File: src/rtl/lane_game_pkg.sv
// rtl/lane_game_pkg.sv - shared state encoding and widths for the lane game core
package lane_game_pkg;

    typedef enum logic [2:0] {
        ST_IDLE  = 3'd0,
        ST_RUN   = 3'd1,
        ST_PAUSE = 3'd2,
        ST_OVER  = 3'd3,
        ST_WIN   = 3'd4
    } state_t;

    localparam logic [2:0] MUSIC_SILENT = 3'd4;
    localparam int         POS_W        = 10;
    localparam int         SCORE_W      = 11;

endpackage

File: src/rtl/lane_game_if.sv
// rtl/lane_game_if.sv - frame/pixel inputs and display/score outputs of the game core
interface lane_game_if
    import lane_game_pkg::*;
#(
    parameter int N_OBST = 5
) ();

    logic                      frame_tick;
    logic                      start;
    logic                      pix_en;
    logic                      player_px;
    logic [N_OBST-1:0]         obst_px;
    logic [POS_W*N_OBST-1:0]   obst_v;
    logic [N_OBST-1:0]         obst_active;
    logic [2:0]                state;
    logic [SCORE_W-1:0]        score;
    logic [1:0]                level;
    logic [2:0]                music_sel;

    modport master (
        output frame_tick, start, pix_en, player_px, obst_px,
        input  obst_v, obst_active, state, score, level, music_sel
    );

    modport slave (
        input  frame_tick, start, pix_en, player_px, obst_px,
        output obst_v, obst_active, state, score, level, music_sel
    );

endinterface

File: src/rtl/lane_obstacle.sv
// rtl/lane_obstacle.sv - one falling obstacle: release compare, position register, wrap
module lane_obstacle
    import lane_game_pkg::*;
#(
    parameter int IDX       = 0,
    parameter int SPAWN_GAP = 20,
    parameter int V_MAX     = 480,
    parameter int SPAWN_W   = 7
) (
    input  logic               clock,
    input  logic               reset,
    input  logic               run,
    input  logic               tick,
    input  logic               clear,
    input  logic [2:0]         speed,
    input  logic [SPAWN_W-1:0] spawn,
    output logic [POS_W-1:0]   v,
    output logic               active
);

    localparam logic [SPAWN_W-1:0] RELEASE_AT = SPAWN_W'(IDX * SPAWN_GAP);
    localparam logic [POS_W:0]     WRAP_AT    = (POS_W + 1)'(V_MAX);

    logic [POS_W:0] v_next;

    assign v_next = {1'b0, v} + {{(POS_W - 2){1'b0}}, speed};

    always_ff @(posedge clock) begin
        if (reset || clear) begin
            v      <= '0;
            active <= 1'b0;
        end else begin
            if (run && spawn == RELEASE_AT)
                active <= 1'b1;
            if (tick && active)
                v <= (v_next >= WRAP_AT) ? '0 : v_next[POS_W-1:0];
        end
    end

endmodule

File: src/rtl/lane_game_engine.sv
// rtl/lane_game_engine.sv - frame-rate game core: FSM, collision latch, score/level, obstacles
module lane_game_engine
    import lane_game_pkg::*;
#(
    parameter int N_OBST     = 5,
    parameter int V_MAX      = 480,
    parameter int SCORE_MAX  = 600,
    parameter int LEVEL_STEP = 150,
    parameter int N_LEVELS   = 4,
    parameter int SCORE_DIV  = 4,
    parameter int SPAWN_GAP  = 20
) (
    input logic        clock,
    input logic        reset,
    lane_game_if.slave bus
);

    localparam int SPAWN_LAST = (N_OBST - 1) * SPAWN_GAP;
    localparam int SPAWN_W    = $clog2(SPAWN_LAST + 2);
    localparam int STEP_W     = $clog2(LEVEL_STEP + 1);
    localparam int DIV_W      = $clog2(SCORE_DIV + 1);

    localparam logic [SPAWN_W-1:0] SPAWN_END  = SPAWN_W'(SPAWN_LAST);
    localparam logic [STEP_W-1:0]  STEP_END   = STEP_W'(LEVEL_STEP - 1);
    localparam logic [DIV_W-1:0]   DIV_END    = DIV_W'(SCORE_DIV - 1);
    localparam logic [SCORE_W-1:0] SCORE_END  = SCORE_W'(SCORE_MAX);
    localparam logic [SCORE_W-1:0] SCORE_LAST = SCORE_W'(SCORE_MAX - 1);
    localparam logic [1:0]         LEVEL_END  = 2'(N_LEVELS - 1);

    state_t               state;
    logic                 start_q;
    logic                 hit_latch;
    logic [SCORE_W-1:0]   score;
    logic [1:0]           level;
    logic [2:0]           music_sel;
    logic [STEP_W-1:0]    step_cnt;
    logic [DIV_W-1:0]     div_cnt;
    logic [SPAWN_W-1:0]   spawn_cnt;
    logic [N_OBST-1:0]    active;

    logic start_rise, hit, collide, run_st, tick_run, frame_go, score_inc, win_now, obst_clear;
    logic [1:0] level_nxt;
    logic [2:0] speed;

    always_comb begin
        start_rise = bus.start & ~start_q;
        hit        = bus.pix_en & bus.player_px & (|(bus.obst_px & active));
        collide    = hit_latch | hit;
        run_st     = (state == ST_RUN);
        tick_run   = run_st & bus.frame_tick;
        frame_go   = tick_run & ~collide;
        score_inc  = frame_go & (div_cnt == DIV_END) & (score != SCORE_END);
        win_now    = score_inc & (score == SCORE_LAST);
        obst_clear = (state == ST_IDLE) & start_rise;
        speed      = {1'b0, level} + 3'd1;
        level_nxt  = level;
        if (score_inc && step_cnt == STEP_END && level != LEVEL_END)
            level_nxt = level + 2'd1;
    end

    // A colliding frame freezes movement and scoring; only the transition to OVER happens.
    always_ff @(posedge clock) begin
        if (reset) begin
            state     <= ST_IDLE;
            start_q   <= 1'b0;
            hit_latch <= 1'b0;
            score     <= '0;
            level     <= '0;
            step_cnt  <= '0;
            div_cnt   <= '0;
            spawn_cnt <= '0;
            music_sel <= MUSIC_SILENT;
        end else begin
            start_q <= bus.start;
            if (frame_go) begin
                div_cnt <= (div_cnt == DIV_END) ? '0 : div_cnt + DIV_W'(1);
                if (score_inc) begin
                    score    <= score + SCORE_W'(1);
                    step_cnt <= (step_cnt == STEP_END) ? '0 : step_cnt + STEP_W'(1);
                end
                level <= level_nxt;
                if (spawn_cnt != SPAWN_END)
                    spawn_cnt <= spawn_cnt + SPAWN_W'(1);
            end
            case (state)
                ST_IDLE: begin
                    hit_latch <= 1'b0;
                    if (start_rise) begin
                        state     <= ST_RUN;
                        score     <= '0;
                        level     <= '0;
                        step_cnt  <= '0;
                        div_cnt   <= '0;
                        spawn_cnt <= '0;
                        music_sel <= 3'd0;
                    end
                end
                ST_RUN: begin
                    hit_latch <= (bus.frame_tick | start_rise) ? 1'b0 : collide;
                    if (tick_run && collide) begin
                        state     <= ST_OVER;
                        music_sel <= MUSIC_SILENT;
                    end else if (win_now) begin
                        state     <= ST_WIN;
                        music_sel <= MUSIC_SILENT;
                    end else if (start_rise) begin
                        state     <= ST_PAUSE;
                        music_sel <= MUSIC_SILENT;
                    end else begin
                        music_sel <= {1'b0, level_nxt};
                    end
                end
                ST_PAUSE: begin
                    hit_latch <= 1'b0;
                    if (start_rise) begin
                        state     <= ST_RUN;
                        music_sel <= {1'b0, level};
                    end
                end
                ST_OVER, ST_WIN: begin
                    hit_latch <= 1'b0;
                    if (start_rise)
                        state <= ST_IDLE;
                end
                default: begin
                    hit_latch <= 1'b0;
                    state     <= ST_IDLE;
                end
            endcase
        end
    end

    for (genvar i = 0; i < N_OBST; i++) begin : g_obst
        lane_obstacle #(
            .IDX      (i),
            .SPAWN_GAP(SPAWN_GAP),
            .V_MAX    (V_MAX),
            .SPAWN_W  (SPAWN_W)
        ) u_obst (
            .clock (clock),
            .reset (reset),
            .run   (run_st),
            .tick  (frame_go),
            .clear (obst_clear),
            .speed (speed),
            .spawn (spawn_cnt),
            .v     (bus.obst_v[POS_W*i +: POS_W]),
            .active(active[i])
        );
    end

    assign bus.obst_active = active;
    assign bus.state       = state;
    assign bus.score       = score;
    assign bus.level       = level;
    assign bus.music_sel   = music_sel;

endmodule
File: src/flat_wrapper.sv
// flat-port wrapper written by rule: the top's interface ports become plain ports
module lane_game_engine_flat import lane_game_pkg::*;
#(
    parameter int N_OBST     = 5,
    parameter int V_MAX      = 480,
    parameter int SCORE_MAX  = 600,
    parameter int LEVEL_STEP = 150,
    parameter int N_LEVELS   = 4,
    parameter int SCORE_DIV  = 4,
    parameter int SPAWN_GAP  = 20
)
  (clock, reset, bus_frame_tick, bus_start, bus_pix_en, bus_player_px, bus_obst_px, bus_obst_v, bus_obst_active, bus_state, bus_score, bus_level, bus_music_sel);
  lane_game_if #(.N_OBST(N_OBST)) bus_i ();
  input logic clock;
  input logic reset;
  input wire logic [$bits(bus_i.frame_tick)-1:0] bus_frame_tick;
  input wire logic [$bits(bus_i.start)-1:0] bus_start;
  input wire logic [$bits(bus_i.pix_en)-1:0] bus_pix_en;
  input wire logic [$bits(bus_i.player_px)-1:0] bus_player_px;
  input wire logic [$bits(bus_i.obst_px)-1:0] bus_obst_px;
  output wire logic [$bits(bus_i.obst_v)-1:0] bus_obst_v;
  output wire logic [$bits(bus_i.obst_active)-1:0] bus_obst_active;
  output wire logic [$bits(bus_i.state)-1:0] bus_state;
  output wire logic [$bits(bus_i.score)-1:0] bus_score;
  output wire logic [$bits(bus_i.level)-1:0] bus_level;
  output wire logic [$bits(bus_i.music_sel)-1:0] bus_music_sel;
  assign bus_i.frame_tick = bus_frame_tick;
  assign bus_i.start = bus_start;
  assign bus_i.pix_en = bus_pix_en;
  assign bus_i.player_px = bus_player_px;
  assign bus_i.obst_px = bus_obst_px;
  assign bus_obst_v = bus_i.obst_v;
  assign bus_obst_active = bus_i.obst_active;
  assign bus_state = bus_i.state;
  assign bus_score = bus_i.score;
  assign bus_level = bus_i.level;
  assign bus_music_sel = bus_i.music_sel;
  lane_game_engine #(.N_OBST(N_OBST), .V_MAX(V_MAX), .SCORE_MAX(SCORE_MAX), .LEVEL_STEP(LEVEL_STEP), .N_LEVELS(N_LEVELS), .SCORE_DIV(SCORE_DIV), .SPAWN_GAP(SPAWN_GAP)) u_core (.clock(clock), .reset(reset), .bus(bus_i));
endmodule
File: config.mk
export PLATFORM = sky130hd
export DESIGN_NAME = lane_game_engine_flat
export DESIGN_NICKNAME = d
export VERILOG_FILES = /design/src/rtl/lane_game_pkg.sv /design/src/rtl/lane_game_if.sv /design/src/rtl/lane_obstacle.sv /design/src/rtl/lane_game_engine.sv /design/src/flat_wrapper.sv
export SDC_FILE = /design/constraint.sdc
export NUM_CORES = 1
export LEC_CHECK = 0
export BUFFER_PORTS_ARGS = -buffer_cell sky130_fd_sc_hd__buf_2
export CAP_MARGIN = 30
export CORE_MARGIN = 4
export CORE_UTILIZATION = 59
export DETAILED_ROUTE_END_ITERATION = 8
export HOLD_SLACK_MARGIN = 0.03
export PLACE_DENSITY = 0.81
export SLEW_MARGIN = 5
export SYNTH_ARGS = -nofsm -noshare
export SYNTH_HDL_FRONTEND = slang
export SYNTH_HIERARCHICAL = 1
export SYNTH_SLANG_ARGS = --single-unit
File: constraint.sdc
create_clock -name clock -period 3 [get_ports clock]
set_input_delay 0.6 -clock clock [delete_from_list [all_inputs] [get_ports clock]]
set_output_delay 0.6 -clock clock [all_outputs]
set_load 0.01 [all_outputs]
==> impl_metrics.env <==
export IMPL_clockBufferDepth=2
export IMPL_die_x_um=112
export IMPL_antenna_cells=0
export IMPL_fmax_ghz=0.358
export IMPL_initial_utilization_pct=61.3
export IMPL_setup_violations_final=0
export IMPL_drtAntennaViolNets=0
export IMPL_synth_edf_count=0
export IMPL_clk_pin_slew_ns=0.09
export IMPL_async_reset_ff_share_pct=0
export IMPL_relSlewSlack_pct=58.1
export IMPL_cp_required_ns=3.23
export IMPL_cp_max_fo=9
export IMPL_dieHeight_um=112
export IMPL_cts_post_setup_buffers_inserted=0
export IMPL_crit_type="flip-flop to flip-flop"
export IMPL_vias=6015
export IMPL_status="completed"
export IMPL_routabilityCongestion=0.887
export IMPL_synth_cell_types=72
export IMPL_layout_nets=834
export IMPL_cap_violations=0
export IMPL_path_cells="inv_1 -> ha_1 -> fa_1 -> a2111oi_0 -> o311ai_2 -> a32oi_4 -> a211oi_1"
export IMPL_drv_slew=0
export IMPL_cts_buffers=9
export IMPL_cp_start_kind="flip-flop"
export IMPL_p_leak_nw=2.73
export IMPL_synth_cells=715
export IMPL_gr_total_overflow=0
export IMPL_die_area_um2=12600
export IMPL_fp_row_count=37
export IMPL_track_usage_pct=25.8
export IMPL_grt_pass1_vias=5702
export IMPL_hold_class="flip-flop to flip-flop"
export IMPL_fin_worst_skew_ns=0.0115
export IMPL_grt_max_degree=22
export IMPL_core_area_um2=10400
export IMPL_period_needed_ns=2.80
export IMPL_vias_per_cell=6.43
export IMPL_critPathTopFamily="compound AO/OA/AOI/OAI gates"
export IMPL_cellPowerDensity_nw_per_um2=317
export IMPL_endpoint_kind="flip-flop"
export IMPL_antenna_found_initial=0
export IMPL_first_pass_iters=7
export IMPL_synth_ff_type="dfxtp_1"
export IMPL_rsz0062_at_grt="no"
export IMPL_yosysSeqAreaShare_pct=29.5
export IMPL_syn_to_final_growth_pct=11.4
export IMPL_ctsRootBufferMaster="clkbuf_8"
export IMPL_cts_tree="yes"
export IMPL_min_period_over_period_pct=93.2
export IMPL_hold_viol_final=0
export IMPL_dpl_hpwl_um=12100
export IMPL_ys_ff_latch=94
export IMPL_cp_arrival_ns=3.03
export IMPL_clkLatencyLatePin_ns=0.37
export IMPL_slowest_stage="a2111oi_0"
export IMPL_htree_levels=3
export IMPL_io_buffer_count=84
export IMPL_synth_nets=754
export IMPL_netlist_area_um2=6390
export IMPL_tightest_slew_ns=0.613
export IMPL_yosysWarnings=6
export IMPL_drive_above_1_share_pct=26.1
export IMPL_drc=0
export IMPL_synth_area_per_cell_um2=8.93
export IMPL_ios=85
export IMPL_power_total_mw=2.25
export IMPL_tns_ns=0
export IMPL_vdd_ir_drop_max_v=0.000188
export IMPL_critPathBufInv=1
export IMPL_drt_first_iter_violations=466
export IMPL_grt_pass1_wl_um=27300
export IMPL_avgRoutedWirePerCell_um=17.6
export IMPL_finalWirelength_um=16400
export IMPL_slowest_delay_ns=0.52
export IMPL_clock_sinks=94
-- kinds of logic (layout without fill, tap and decap cells) --
kind of cell	count (synthesis)	in the layout	synth area share (%)
simple gates	312	312	28.2
compound gates	206	206	28.5
flops	94	94	29.5
buf+inv	44	129	3.55
xor+xnor	31	31	4.25
fa+ha+maj	28	28	6.07
-- final cells by class --
type,count,area [um^2]
multi-input combinational,577,4280
fill,905,3300
sequential,94,1880
timing repair buffer,99,533
tap,136,170
clock buffer,10,138
clock inverter,6,61.3
inverter,14,52.6
-- flip-flops by register name (all words and copies together) (netlist names) --
register                     count
u_core/g_obst.u_obst/v          50
u_core/bus.score                11
u_core/step_cnt                  8
u_core/spawn_cnt                 7
u_core/g_obst.u_obst/active      5
u_core/bus.music_sel             3
u_core/bus.state                 3
u_core/div_cnt                   3
u_core/bus.level                 2
u_core/hit_latch                 1
u_core/start_q                   1
-- stage by stage --
step	instance area [um^2]	std cells	util, %	hold slack (ns)	worst slack, ns
floorplan	6390	715	-	0.440	0.322
global placement	6920	920	66.4	0.446	0.267
detailed placement	6920	920	66.4	0.461	0.124
CTS	7120	936	68.3	0.455	0.0829
global route	7120	936	68.3	0.504	0.0484
finish	7120	936	68.3	0.469	0.203
-- synth_stat cells (all sizes together) (7+ instances only) --
library cell	count	area share [%]
o21a	12	1.4
or2	12	1.2
a2111oi	15	3.0
buf	14	1.8
o31ai	20	2.4
inv	14	0.82
o211ai	10	1.2
nor3	18	1.4
nand4	17	1.7
o21ai	29	2.3
and4	10	1.4
a211oi	21	3.4
nand2	74	4.5
nand3	22	1.8
clkbuf	16	0.94
and4b	9	1.5
xor2	8	1.1
o31a	15	2.2
a32oi	7	2.4
xnor2	23	3.2
a21oi	33	2.6
and3	10	1.1
nor2	54	3.2
nor4	30	2.9
and2	8	0.78
dfxtp	94	29
ha	23	4.5
or4	7	1.2
-- per-layer routing --
layer | routed length, um | up-vias | track usage, %
met1 | 7150 | 2839 | 34.4
met5 | 0 | - | 0
met4 | 295 | 0 | 8.33
met3 | 1120 | 31 | 3.99
li1 | - | 2934 | -
met2 | 7880 | 211 | 43.2
-- repair_timing --
| action | 4_1_cts | 5_1_grt |
|---|---|---|
| resized for setup | 0 | 1 |
| endpoints found under the hold margin | 0 | 0 |
| hold buffers | 0 | 0 |
| setup endpoints to repair | 0 | 23 |
-- final timing paths --
path                                       start                                   endpoint  slack (ns)  cells past startpoint
setup reg to reg  u_core/bus.level[0]$_SDFF_PP0_  u_core/g_obst[3].u_obst/v[7]$_SDFFE_PP0P_        0.20                      7
hold / removal      u_core/div_cnt[1]$_SDFF_PP0_               u_core/div_cnt[1]$_SDFF_PP0_        0.47                      2
hold reg to reg     u_core/div_cnt[1]$_SDFF_PP0_               u_core/div_cnt[1]$_SDFF_PP0_        0.47                      2
setup / recovery  u_core/bus.level[0]$_SDFF_PP0_  u_core/g_obst[3].u_obst/v[7]$_SDFFE_PP0P_        0.20                      7
-- power by group --
| part | internal (mW) | switching, mW | total (mW) |
|---|---|---|---|
| clock network | 0.405 | 0.449 | 0.854 |
| logic | 0.0440 | 0.0912 | 0.135 |
| registers | 1.25 | 0.0123 | 1.27 |
| total | 1.70 | 0.552 | 2.25 |
-- worst min-delay path: cells and delay by family (launching register included) --
family / cells / cell delay [ns]
simple gates: 1 / 0.05
compound gates: 1 / 0.05
flops: 1 / 0.32
-- cell usage in the layout (no fill, tap or decap), types with 12 or more instances in the layout --
cell type,synthesis,layout
a211oi_1,16,16
a21oi_1,32,32
buf_2,4,84
buf_4,5,15
dfxtp_1,94,94
ha_1,23,22
inv_1,14,14
nand2_1,69,69
nand3_1,21,21
nand4_1,17,17
nor2_1,54,54
nor3_1,18,18
nor4_1,30,30
o21a_1,12,12
o21ai_0,28,28
o31ai_1,20,20
or2_2,12,12
xnor2_1,23,23
No activity file was read; power rests on OpenSTA's default activity.
